File: src/rtl/fp16_pkg.sv
// Shared binary16 definitions for the FP unit: field widths, bias, special encodings,
// FSM state type and operand classification used by both the divider and the multiplier.
package fp16_pkg;

    localparam int unsigned EXP_W = 5;
    localparam int unsigned MAN_W = 10;
    localparam int unsigned BIAS  = 15;
    localparam int unsigned QW    = 13;
    localparam int unsigned EW    = 7;
    localparam int unsigned CNT_W = $clog2(QW);

    localparam logic [15:0] FP16_QNAN = 16'h7E00;
    localparam logic [15:0] FP16_INF  = 16'h7C00;

    typedef enum logic [1:0] {
        IDLE,
        DIV,
        NORM,
        DONE
    } state_e;

    typedef enum logic [1:0] {
        CLS_ZERO,
        CLS_NORMAL,
        CLS_INF,
        CLS_NAN
    } fp_class_e;

    typedef struct packed {
        logic             sign;
        logic [EXP_W-1:0] exp;
        logic [MAN_W-1:0] frac;
    } fp16_t;

    // Subnormal encodings (exp == 0) are deliberately classed as zero.
    function automatic fp_class_e fp16_classify(input fp16_t x);
        if (x.exp == '0) begin
            return CLS_ZERO;
        end
        if (x.exp == '1) begin
            return (x.frac == '0) ? CLS_INF : CLS_NAN;
        end
        return CLS_NORMAL;
    endfunction

endpackage

File: src/rtl/fp16_div_round.sv
// Normalises the raw quotient, rounds to nearest-even and packs the binary16 result,
// saturating to signed infinity or flushing to signed zero when the exponent leaves range.
module fp16_div_round
    import fp16_pkg::*;
(
    input  logic [QW-1:0]        q_i,
    input  logic                 r_nz_i,
    input  logic                 sign_i,
    input  logic signed [EW-1:0] exp_diff_i,
    output fp16_t                res_o,
    output logic                 overflow_o,
    output logic                 underflow_o
);

    logic [MAN_W:0]        mant;
    logic [MAN_W-1:0]      frac_rnd;
    logic                  guard;
    logic                  sticky;
    logic                  dec;
    logic                  inc;
    logic                  carry;
    logic signed [EW-1:0]  e;

    always_comb begin
        mant   = '0;
        guard  = 1'b0;
        sticky = 1'b0;
        dec    = 1'b0;
        if (q_i[QW-1]) begin
            mant   = q_i[QW-1:2];
            guard  = q_i[1];
            sticky = q_i[0] | r_nz_i;
        end else begin
            mant   = q_i[QW-2:1];
            guard  = q_i[0];
            sticky = r_nz_i;
            dec    = 1'b1;
        end

        // An all-ones mantissa rounding up wraps the fraction to zero and bumps the exponent.
        inc      = guard & (sticky | mant[0]);
        carry    = inc & (&mant);
        frac_rnd = mant[MAN_W-1:0] + MAN_W'(inc);
        e        = exp_diff_i - EW'(dec) + EW'(carry);

        res_o       = '{sign: sign_i, exp: '0, frac: '0};
        overflow_o  = 1'b0;
        underflow_o = 1'b0;
        if (e[EW-1] || (e == '0)) begin
            underflow_o = 1'b1;
        end else if (e[EW-2:0] >= (EW-1)'((1 << EXP_W) - 1)) begin
            res_o.exp  = '1;
            overflow_o = 1'b1;
        end else begin
            res_o.exp  = e[EXP_W-1:0];
            res_o.frac = frac_rnd;
        end
    end

endmodule

File: src/rtl/fp16_div.sv
// Sequential binary16 divider: restoring mantissa division one quotient bit per cycle,
// with valid/ready handshakes on operand and result sides.
module fp16_div
    import fp16_pkg::*;
(
    input  logic        clk,
    input  logic        rst,
    input  logic        in_valid,
    output logic        in_ready,
    input  logic [15:0] a,
    input  logic [15:0] b,
    output logic        out_valid,
    input  logic        out_ready,
    output logic [15:0] result,
    output logic        div_by_zero,
    output logic        invalid,
    output logic        overflow,
    output logic        underflow
);

    state_e               state_q, state_d;
    logic                 sign_q, sign_d;
    logic signed [EW-1:0] exp_diff_q, exp_diff_d;
    logic [MAN_W:0]       mb_q, mb_d;
    logic [MAN_W+1:0]     r_q, r_d;
    logic [QW-1:0]        q_q, q_d;
    logic [CNT_W-1:0]     cnt_q, cnt_d;
    logic                 spec_q, spec_d;
    logic [15:0]          spec_res_q, spec_res_d;
    logic                 spec_inv_q, spec_inv_d;
    logic                 spec_dbz_q, spec_dbz_d;
    logic                 in_ready_q, in_ready_d;
    logic                 out_valid_q, out_valid_d;
    logic [15:0]          result_q, result_d;
    logic                 dbz_q, dbz_d;
    logic                 inv_q, inv_d;
    logic                 ovf_q, ovf_d;
    logic                 unf_q, unf_d;

    fp16_t      fa, fb;
    fp_class_e  ca, cb;
    logic       sign_c;
    logic       spec_hit_c;
    logic [15:0] spec_val_c;
    logic       spec_inv_c;
    logic       spec_dbz_c;
    logic       r_ge_c;
    logic [MAN_W+1:0] r_sub_c;
    fp16_t      rnd_res;
    logic       rnd_ovf;
    logic       rnd_unf;

    assign fa     = a;
    assign fb     = b;
    assign ca     = fp16_classify(fa);
    assign cb     = fp16_classify(fb);
    assign sign_c = a[15] ^ b[15];

    // Special-operand detection in priority order; first match wins.
    always_comb begin
        spec_hit_c = 1'b1;
        spec_val_c = '0;
        spec_inv_c = 1'b0;
        spec_dbz_c = 1'b0;
        if (ca == CLS_NAN || cb == CLS_NAN || (ca == CLS_ZERO && cb == CLS_ZERO) ||
            (ca == CLS_INF && cb == CLS_INF)) begin
            spec_val_c = FP16_QNAN;
            spec_inv_c = 1'b1;
        end else if (ca == CLS_INF) begin
            spec_val_c = {sign_c, FP16_INF[14:0]};
        end else if (cb == CLS_INF) begin
            spec_val_c = {sign_c, 15'b0};
        end else if (cb == CLS_ZERO) begin
            spec_val_c = {sign_c, FP16_INF[14:0]};
            spec_dbz_c = 1'b1;
        end else if (ca == CLS_ZERO) begin
            spec_val_c = {sign_c, 15'b0};
        end else begin
            spec_hit_c = 1'b0;
        end
    end

    assign r_ge_c  = (r_q >= {1'b0, mb_q});
    assign r_sub_c = r_ge_c ? (r_q - {1'b0, mb_q}) : r_q;

    fp16_div_round u_round (
        .q_i         (q_q),
        .r_nz_i      (|r_q),
        .sign_i      (sign_q),
        .exp_diff_i  (exp_diff_q),
        .res_o       (rnd_res),
        .overflow_o  (rnd_ovf),
        .underflow_o (rnd_unf)
    );

    // Next-state and registered-output logic.
    always_comb begin
        state_d     = state_q;
        sign_d      = sign_q;
        exp_diff_d  = exp_diff_q;
        mb_d        = mb_q;
        r_d         = r_q;
        q_d         = q_q;
        cnt_d       = cnt_q;
        spec_d      = spec_q;
        spec_res_d  = spec_res_q;
        spec_inv_d  = spec_inv_q;
        spec_dbz_d  = spec_dbz_q;
        in_ready_d  = in_ready_q;
        out_valid_d = out_valid_q;
        result_d    = result_q;
        dbz_d       = dbz_q;
        inv_d       = inv_q;
        ovf_d       = ovf_q;
        unf_d       = unf_q;

        case (state_q)
            IDLE: begin
                if (in_valid) begin
                    sign_d     = sign_c;
                    exp_diff_d = EW'(fa.exp) - EW'(fb.exp) + EW'(BIAS);
                    mb_d       = {1'b1, fb.frac};
                    r_d        = {2'b01, fa.frac};
                    q_d        = '0;
                    cnt_d      = CNT_W'(QW - 1);
                    spec_d     = spec_hit_c;
                    spec_res_d = spec_val_c;
                    spec_inv_d = spec_inv_c;
                    spec_dbz_d = spec_dbz_c;
                    in_ready_d = 1'b0;
                    result_d   = '0;
                    dbz_d      = 1'b0;
                    inv_d      = 1'b0;
                    ovf_d      = 1'b0;
                    unf_d      = 1'b0;
                    state_d    = spec_hit_c ? NORM : DIV;
                end
            end
            DIV: begin
                q_d   = {q_q[QW-2:0], r_ge_c};
                r_d   = r_sub_c << 1;
                cnt_d = cnt_q - CNT_W'(1);
                if (cnt_q == '0) begin
                    state_d = NORM;
                end
            end
            NORM: begin
                out_valid_d = 1'b1;
                state_d     = DONE;
                if (spec_q) begin
                    result_d = spec_res_q;
                    inv_d    = spec_inv_q;
                    dbz_d    = spec_dbz_q;
                end else begin
                    result_d = rnd_res;
                    ovf_d    = rnd_ovf;
                    unf_d    = rnd_unf;
                end
            end
            DONE: begin
                if (out_ready) begin
                    out_valid_d = 1'b0;
                    in_ready_d  = 1'b1;
                    state_d     = IDLE;
                end
            end
            default: begin
                state_d = IDLE;
            end
        endcase
    end

    always_ff @(posedge clk or posedge rst) begin
        if (rst) begin
            state_q     <= IDLE;
            sign_q      <= 1'b0;
            exp_diff_q  <= '0;
            mb_q        <= '0;
            r_q         <= '0;
            q_q         <= '0;
            cnt_q       <= '0;
            spec_q      <= 1'b0;
            spec_res_q  <= '0;
            spec_inv_q  <= 1'b0;
            spec_dbz_q  <= 1'b0;
            in_ready_q  <= 1'b1;
            out_valid_q <= 1'b0;
            result_q    <= '0;
            dbz_q       <= 1'b0;
            inv_q       <= 1'b0;
            ovf_q       <= 1'b0;
            unf_q       <= 1'b0;
        end else begin
            state_q     <= state_d;
            sign_q      <= sign_d;
            exp_diff_q  <= exp_diff_d;
            mb_q        <= mb_d;
            r_q         <= r_d;
            q_q         <= q_d;
            cnt_q       <= cnt_d;
            spec_q      <= spec_d;
            spec_res_q  <= spec_res_d;
            spec_inv_q  <= spec_inv_d;
            spec_dbz_q  <= spec_dbz_d;
            in_ready_q  <= in_ready_d;
            out_valid_q <= out_valid_d;
            result_q    <= result_d;
            dbz_q       <= dbz_d;
            inv_q       <= inv_d;
            ovf_q       <= ovf_d;
            unf_q       <= unf_d;
        end
    end

    assign in_ready    = in_ready_q;
    assign out_valid   = out_valid_q;
    assign result      = result_q;
    assign div_by_zero = dbz_q;
    assign invalid     = inv_q;
    assign overflow    = ovf_q;
    assign underflow   = unf_q;

endmodule

File: config.mk
export PLATFORM = sky130hd
export DESIGN_NAME = fp16_div
export DESIGN_NICKNAME = d
export VERILOG_FILES = /design/src/rtl/fp16_pkg.sv /design/src/rtl/fp16_div_round.sv /design/src/rtl/fp16_div.sv
export SDC_FILE = /design/constraint.sdc
export NUM_CORES = 1
export LEC_CHECK = 0
export CAP_MARGIN = 20
export CORE_ASPECT_RATIO = 0.8
export CORE_MARGIN = 3
export CORE_UTILIZATION = 29
export CTS_CLUSTER_DIAMETER = 150
export CTS_CLUSTER_SIZE = 10
export DETAILED_ROUTE_END_ITERATION = 10
export GPL_TIMING_DRIVEN = 0
export HOLD_SLACK_MARGIN = 0.1
export SYNTH_ARGS = -nofsm -noshare
export SYNTH_HDL_FRONTEND = slang
export SYNTH_SLANG_ARGS = --single-unit
File: constraint.sdc
create_clock -name clk -period 8.1 [get_ports clk]
set_input_delay 1.62 -clock clk [delete_from_list [all_inputs] [get_ports clk]]
set_output_delay 1.62 -clock clk [all_outputs]
set_load 0.03 [all_outputs]
Word-level counts from Yosys, hierarchy flattened. Cells that the tools add are included.

Word-level logic and storage cells: 144. Output and inout port bits: 22. Input port bits: 36. Flip-flop bits (word level): 91.

Multiplexer cells: 69. $lt $le $gt $ge: 2. Reductions and logical operators: 29. Bitwise logic cells: 5. Equal/unequal tests: 14. Add/sub/neg operators: 7.

Operator list (number): 16-bit 2-to-1 mux (7); 16-bit one-hot mux with 2 select lines (1); 1-bit 2-to-1 mux (31); 13-bit one-hot mux with 2 select lines (1); 2-bit 2-to-1 mux (12); 12-bit one-hot mux with 2 select lines (1); 11-bit 2-to-1 mux (2); 10-bit zero test (2); 15-bit 2-to-1 mux (1); 13-bit 2-to-1 mux (1); 2-bit equality test, second input constant (6); 12-bit by 11-bit >= comparator with 1-bit output (1); 12-bit 2-to-1 mux (1); 1-bit one-hot mux with 2 select lines (6); 3-bit AND reduction (4); 12-bit OR reduction (1); 11-bit AND reduction (1); 11-bit subtractor (1); 10-bit by 1-bit adder with 10-bit output (1); 5-bit equality test, second input constant (2); 5-bit zero test (2); 10-bit 2-to-1 mux (1); 2-bit != test, second input constant (5); 2-bit one-hot mux with 4 select lines (1); other kinds (20) (34).

Longest topological paths before layout. Gate-level depths: netlist of the first run.

Word-level depth: 14. Depth in mapped cells: 17. Mapped depth without buffers: 15.

Hierarchy. Synthesis of the first run repeated with hierarchy kept, for this count alone.

Cells, all modules: 590. Area, all modules: 5356.4 µm².

By module, submodules not included: fp16_div (seq. area each 1928.1 µm², cells an instance 459, times used 1, area an instance 4359.2 µm²); fp16_div_round (seq. area each 0.0 µm², cells an instance 131, times used 1, area an instance 997.2 µm²).

Worst setup path before layout of the first run. No wires, ideal clock.

Kind: input-to-reg. From: in a[10]. To: reg exp_diff_q[5]. Path buffers: 0. Stages on the path: 10. Setup time: 0.131 ns. Arrival: 3.382 ns. Setup slack: 4.587 ns. Data required time: 7.969 ns. Cells stage by stage: inv_1 > ha_1 > inv_1 > fa_1 > xnor2_2 > and3_1 > or4b_1 > nand3_1 > xnor2_1 > o21ai_1.

Longest elaborated chain between the ends: 2.

Ends and longest elaborated chain: from (decl) (RTL line fp16_div.sv:10) `input logic [15:0] a,`; 5-bit by 5-bit subtractor with 6-bit output (RTL line fp16_div.sv:121) `exp_diff_d = EW'(fa.exp) - EW'(fb.exp) + EW'(BIAS);`; 6-bit by 5-bit adder with 7-bit output (RTL line fp16_div.sv:121); to (signal assigned) (RTL line fp16_div.sv:196) `exp_diff_q <= exp_diff_d;`; to (decl) (RTL line fp16_div.sv:23) `logic signed [EW-1:0] exp_diff_q, exp_diff_d;`.

No other way between the ends. A chain may end at the register's enable or synchronous reset.

Worst setup path in the final report of the first run.
From: reg q_q[12]. To: reg result_q[5] (netlist: result[5]).

Longest elaborated chain between the ends: 10. Elaborated cells on any way between the ends: 18. Classes of those cells: 3 x add/sub; 1 x order compare; 8 x mux; 3 x bitwise; 3 x reduce/logical.

Ends and longest elaborated chain: from (decl) (RTL line fp16_div.sv:26) `logic [QW-1:0] q_q, q_d;`; from (signal assigned) (RTL line fp16_div.sv:199) `q_q <= q_d;`; branches (longest 7 deep; another with 7-bit by 1-bit subtractor with 7-bit output); 15-bit 2-to-1 mux * (RTL line fp16_div_round.sv:49) `if (e[EW-1] || (e == '0)) begin`; 16-bit 2-to-1 mux * (RTL line fp16_div.sv:150) `if (spec_q) begin`; 16-bit one-hot mux with 2 select lines * (RTL line fp16_div.sv:117) `case (state_q)`; to (signal assigned) (RTL line fp16_div.sv:207) `result_q <= result_d;`; to (decl) (RTL line fp16_div.sv:34) `logic [15:0] result_q, result_d;`.

Every way passes the cells marked *.

==> metrics.md, run 1 <==
| Metric | Value |
|---|---|
| N_diodes | 0 |
| CTS tree | built |
| Yosys reg bits | 77 |
| DRC errors left | 0 |
| TNS Setup | 0 ps |
| Share of cells above drive strength 1 | 11.1% |
| Cts repair resizes | 0 |
| DP Wirelength | between 9000 and 10000 um |
| Synthesized net count | 643 |
| Hold path cells | 2 |
| Rows | 43 |
| Inserted Clock Buffers | 9 |
| Reg clk slew, reported paths | 60 ps |
| Dpl cell area | 6090 sq um |
| Fin. max-slew vios | 0 |
| Critical path required time | 8320 ps |
| Yosys Warn Count | 0 |
| Initial DRC Count | 175 |
| Die Footprint | roughly 20000 sq um |
| Largest net degree at the start of global routing | 67 |
| H-tree depth | 3 |
| R2R depth | 17 |
| FF-to-FF Start | q_q[12] |
| Via count | 4261 |
| Synth top area share | 36.5% |
| Final Power | 2.53 mW |
| Die height | between 100 and 150 um |
| Outcome | complete, no violations |
| Mapped Cells | 572 |
| Max FO, Critical Path | 10 |
| Worst setup margin | 4250 ps |
| Fmax | 260 MHz |
| Vias per cell | 4.89 |
| FF-to-FF End | result[5] |
| Mean area per synthesized cell | 9.10 sq um |
| Yosys top cell by area | dfrtp_1 |
| Max-slew headroom | 42.7% |
| Unique masters post-synth | 71 |
| EDFF count, synth | 0 |
| Root Buffer | clkbuf_16 |
| Post-synth top flop | dfrtp_1 |
| Period utilization | around 48% |
| GPL Wtd Cong | 0.860 |
| Pre-CTS setup slack | 3980 ps |
| Antenna Violating Nets Remaining | 0 |
| Post-synth ARST share | 100% |
| Leak pwr | between 2 and 3 nW |
| Max VDD drop | 0.000134 V |
| First-pass GRT wire length | 21600 um |
| Post-route cell area | 6460 sq um |
| Arr. time, crit path | 4070 ps |
| Pre-antenna DRT Iters | 5 |
| IO Count | 58 |
| Setup violations, final | 0 |
| Hold Path Sink | mb_q[10] |
| Initial antenna violation count | 0 |
| Critical path class | flop to flop |
| DR top layer | met4 |
| DR WL met3 | 608 um |
| Nets | between 700 and 800 |
| Grt total ovfl | 0 |
| Period minus WS final | between 3000 and 4000 ps |
| Hold_sp | mb_q[10] |
| Core footprint | 17500 sq um |
| Hold buffers post-CTS | 0 |
| Setup crit start kind | flop |
| Die Span X | ~160 um |
| Worst min-delay path category | flop to flop |
| Met1 wire length | 6770 um |
| Worst Setup End Kind | flop |
| Vias in the first global route | 4145 |
| Synth top cells by count | dfrtp_1 (76), nand2_1 (61), inv_1 (45), nor2_1 (42), o21ai_0 (38) |
| Buffers on Ports | 57 |
| Synth area leaders | dfrtp_1 (37%), ha_1 (7.7%), nand2_1 (4.4%) |
| Slew @ Worst Pin | 854 ps |
| Unrepaired setup endpoints after global routing | no |
| Worst skew pair latency | 340 ps |
| Pwr/cell area | 392 nW/um^2 |
| Area grow syn2layout | 24.1% |
| Most numerous cell in the Yosys netlist | dfrtp_1 |
| Endpoints failing hold | 0 |
| CTS sink count | 77 |
| Starting Density | 29.8% |
| R2R Setup Slk | between 4000 and 5000 ps |
| Sequential element share of the synthesized area | 37.0% |
| Max Cap Viol | 0 |
| Total global-route track usage | a little over an eighth |
| Wirelength, routed | 12700 um |
| Drt wl/cell | 14.5 um |
| Post-CTS Setup Bufs | 0 |
| Clock skew | ~9.9 ps |
| Longest Clk Path Bufs | 2 |
| WL met2 | 5140 um |
| Mapped Area | 5210 sq um |
[worst max-delay path by stage]
stage                 start            end  slack, ps  cells after the start
finish              q_q[12]      result[5]       4250                     17
global route        q_q[12]      result[5]       3900                     17
CTS                 q_q[12]      result[3]       4220                     17
detailed placement    b[10]  exp_diff_q[5]       3980                     10
global placement        rst        mb_q[3]       3080                      2
floorplan               rst       cnt_q[0]       4510                      1
[kinds of logic after synthesis]
logic type / count (synthesis) / share of synthesized area [%]
AO/OA/AOI/OAI: 155 / 20.3
buffers and inverters: 68 / 5.36
AND/OR/NAND/NOR: 182 / 17.8
flip-flops: 77 / 37.0
adder cells (fa/ha/maj): 35 / 8.84
XOR/XNOR: 28 / 5.14
multiplexers: 27 / 5.57
[placed cells by master, fill, tap and decap left out, drive strengths merged, types with 3 or more instances in the layout]
| master | netlist | layout |
|---|---|---|
| xor2 | 12 | 12 |
| a22o | 12 | 12 |
| mux2i | 11 | 11 |
| a211oi | 8 | 8 |
| nor2 | 44 | 44 |
| o22ai | 3 | 3 |
| nand2 | 61 | 61 |
| clkdlybuf4s50 | 0 | 57 |
| nand2b | 5 | 5 |
| and3 | 5 | 5 |
| nor3b | 5 | 5 |
| mux2 | 16 | 16 |
| ha | 32 | 32 |
| bufinv | 0 | 4 |
| nor2b | 6 | 6 |
| buf | 11 | 12 |
| nor4 | 9 | 9 |
| o31ai | 3 | 3 |
| o21a | 6 | 6 |
| a22oi | 6 | 6 |
| nor3 | 8 | 8 |
| a21oi | 26 | 26 |
| nand4 | 4 | 4 |
| o21ai | 58 | 58 |
| o211ai | 9 | 9 |
| nand3 | 16 | 16 |
| clkbuf | 12 | 21 |
| xnor2 | 16 | 16 |
| a31oi | 3 | 3 |
| a21o | 4 | 4 |
| or3 | 7 | 7 |
| fa | 3 | 3 |
| dfrtp | 76 | 76 |
| inv | 45 | 46 |
[final cells by class]
class,count,area (sq um)
sequential,77,1930
buffer,23,110
timing repair buffer,58,598
clock buffer,9,225
inverter,45,171
fill,1810,11000
clock inverter,7,146
multi-input combinational,427,3000
tap,225,282
[worst max-delay path, cell delays in order (launching register included)]
cell and delay [ps]:
dfrtp_1 360, buf_2 210, mux2_2 390, nand4b_1 210, o211ai_1 190, o21ai_0 150, nand3_1 140, ha_1 130
inv_1 40, ha_1 210, fa_1 420, a211oi_2 260, o21ai_1 130, a21oi_2 160, xnor2_1 240, nand4bb_1 220
buf_6 190, o21ai_2 80
[routing by layer]
layer	up-vias	GRT usage [%]
met1	1980	20.8
li1	2186	-
met3	10	2.99
met5	-	0
met2	85	19.2
met4	0	3.17
[registers in the layout, summed over array words and instances, names as in the netlist, 2 cells and up]
signal / count
state_q: 2
q_q: 13
mb_q: 11
cnt_q: 4
spec_res_q: 3
r_q: 12
result: 16
exp_diff_q: 7
[power by group]
| group | total (mW) | internal [mW] | switching, mW |
|---|---|---|---|
| combinational | 1.41 | 0.580 | 0.832 |
| clock | 0.500 | 0.334 | 0.166 |
| sequential | 0.619 | 0.511 | 0.107 |
| total | 2.53 | 1.43 | 1.11 |
[metrics by stage]
step	util, %	std cells	hold WS (ps)
final	37.0	871	459
after global routing	37.0	871	490
after CTS	37.0	871	460
after detailed placement	34.8	855	444
after global placement	34.7	854	440
after floorplan	-	572	418
Note: power is estimated with default switching activity, not from simulation.
==> run 2, diff against run 1 <==
- clock period: 8.1 -> 3.1 ns (I/O delays scaled with it)
==> metrics.md, run 2 (synthesis gave the netlist of run 1 again) <==
| Metric | Value |
|---|---|
| Arr. time, crit path | between 3000 and 4000 ps |
| Pre-antenna DRT Iters | 4 |
| Die Footprint | 19600 sq um |
| Setup violations, final | 17 |
| Worst skew pair latency | roughly 340 ps |
| Critical path required time | 3370 ps |
| Max Cap Viol | 0 |
| Largest net degree at the start of global routing | 60 |
| Outcome | finished, violations left |
| Leak pwr | 2.83 nW |
| Area grow syn2layout | 27.9% |
| Most common cell after layout, fill and taps aside | dfrtp_1 |
| Period minus WS final | 3500 ps |
| CTS tree | built |
| CTS sink count | 77 |
| Reg clk slew, reported paths | 70 ps |
| Nets | 725 |
| Root Buffer | clkbuf_16 |
| Starting Density | 29.8% |
| Buffers on Ports | 57 |
| Longest Clk Path Bufs | 2 |
| H-tree depth | 3 |
| N_diodes | 0 |
| Setup crit start kind | flop |
| Slew @ Worst Pin | 800 ps |
| Wirelength, routed | 13200 um |
| Rows | 43 |
| Final Power | just under 7 mW |
| Total global-route track usage | 13.8% |
| Vias in the first global route | about 4200 |
| Max FO, Critical Path | 4 |
| Die Span X | 156 um |
| Worst setup margin | -405 ps |
| Antenna Violating Nets Remaining | 0 |
| DP Wirelength | 10000 um |
| Fin. max-slew vios | 0 |
| Max VDD drop | 0.000386 V |
| Core footprint | 17500 sq um |
| Critical path class | flop to flop |
| GPL Wtd Cong | 0.821 |
| Pwr/cell area | 1030 nW/um^2 |
| Via count | 4364 |
| Worst min-delay path category | flop to flop |
| DRC errors left | 0 |
| Max-slew headroom | 46.3% |
| Drt wl/cell | 14.9 um |
| Share of cells above drive strength 1 | 15.6% |
| Failing checks | negative setup slack |
| Unrepaired setup endpoints after global routing | yes |
| Layout Utilization | 38.1% |
| Die height | around 130 um |
| Most frequent cells in the layout | dfrtp_1 (72), nand2_1 (61), clkdlybuf4s50_1 (57) |
| Endpoints failing hold | 0 |
| Worst Setup End Kind | flop |
| Initial antenna violation count | 0 |
| Initial DRC Count | between 200 and 250 |
| Inserted Clock Buffers | 9 |
| Vias per cell | ~4.9 |
| Fmax | 285 MHz |
| IO Count | 58 |
| Number of flip-flops in the largest register | 16 |
| Period utilization | 113% |
| First-pass GRT wire length | 21900 um |
| TNS Setup | -6100 ps |
| Grt total ovfl | 0 |
| Hold buffers post-CTS | 0 |
| Clock skew | 8.79 ps |
| Pre-CTS setup slack | -598 ps |
[run 2: cell types whose count changed in the layout (fill, tap and decap cells not counted), moves of 2 or more]
cell        delta
clkinvlp_4     +2
a211oi_4       +2
dfrtp_1        -4
buf_4         +15
a211oi_2       -2
clkinv_4       -2
ha_1           -2
buf_1          -2
dfrtp_2        +4
[run 2: final timing paths]
check | start | endpoint | slack (ps) | cells after the start
min in group asynchronous | rst | result[6] | 590 | 2
max in group asynchronous | rst | in_ready | 1890 | 3
worst min register to register | mb_q[10] | mb_q[10] | 470 | 2
worst max register to register | r_q[6] | overflow | -400 | 15
worst max-delay path | r_q[6] | overflow | -400 | 15
worst min-delay path | mb_q[10] | mb_q[10] | 470 | 2
[run 2: where the power goes]
| part | total, mW | switching (mW) | internal, mW |
|---|---|---|---|
| Combinational | 4.00 | 2.29 | 1.71 |
| Sequential | 1.65 | 0.310 | 1.34 |
| Clock | 1.23 | 0.425 | 0.807 |
| Total | 6.88 | 3.03 | 3.85 |
[run 2: cell type report]
class                      instances  area [sq um]
buffer                            20           101
clock inverter                     6           110
tap                              225           282
timing repair buffer              74           722
inverter                          45           171
clock buffer                      10           239
fill                            1758         10800
multi-input combinational        427          3100
sequential                        77          1930
[run 2: worst max-delay path, stage by stage (launching register included)]
cell	delay (ps)
dfrtp_1	440
nor4_1	340
nand4b_1	190
o211ai_1	190
o21ai_1	110
nand3_1	100
ha_1	150
inv_2	50
ha_4	160
fa_2	420
a211oi_4	250
nor2_2	80
xor2_2	250
nor4_4	90
or4_4	490
o21ai_2	130
[run 2: repair_timing]
action | CTS | global route
resized for setup | 7 | 13
pin swaps | 11 | 12
setup buffers | 14 | 1
setup endpoints to repair | 17 | 17
cloned | 1 | 0
[run 2: metal layers]
| metal | routed length (um) | part of all wire [%] | track usage, % | vias up |
|---|---|---|---|---|
| li1 | - | - | - | 2212 |
| met1 | 6970 | 53 | 21.0 | 2057 |
| met2 | 5540 | 42 | 20.0 | 89 |
| met3 | 555 | 4.2 | 2.82 | 6 |
| met4 | 84 | 0.64 | 3.12 | 0 |
| met5 | 0 | 0 | 0 | - |
[run 2: through the flow]
stage          area [sq um]  std cells  hold WS [ps]
4_1_cts                6610        885           465
2_1_floorplan          5240        572           418
6_report               6660        884           468
3_3_place_gp           6090        854           444
5_1_grt                6660        884           492
3_5_place_dp           6120        855           451
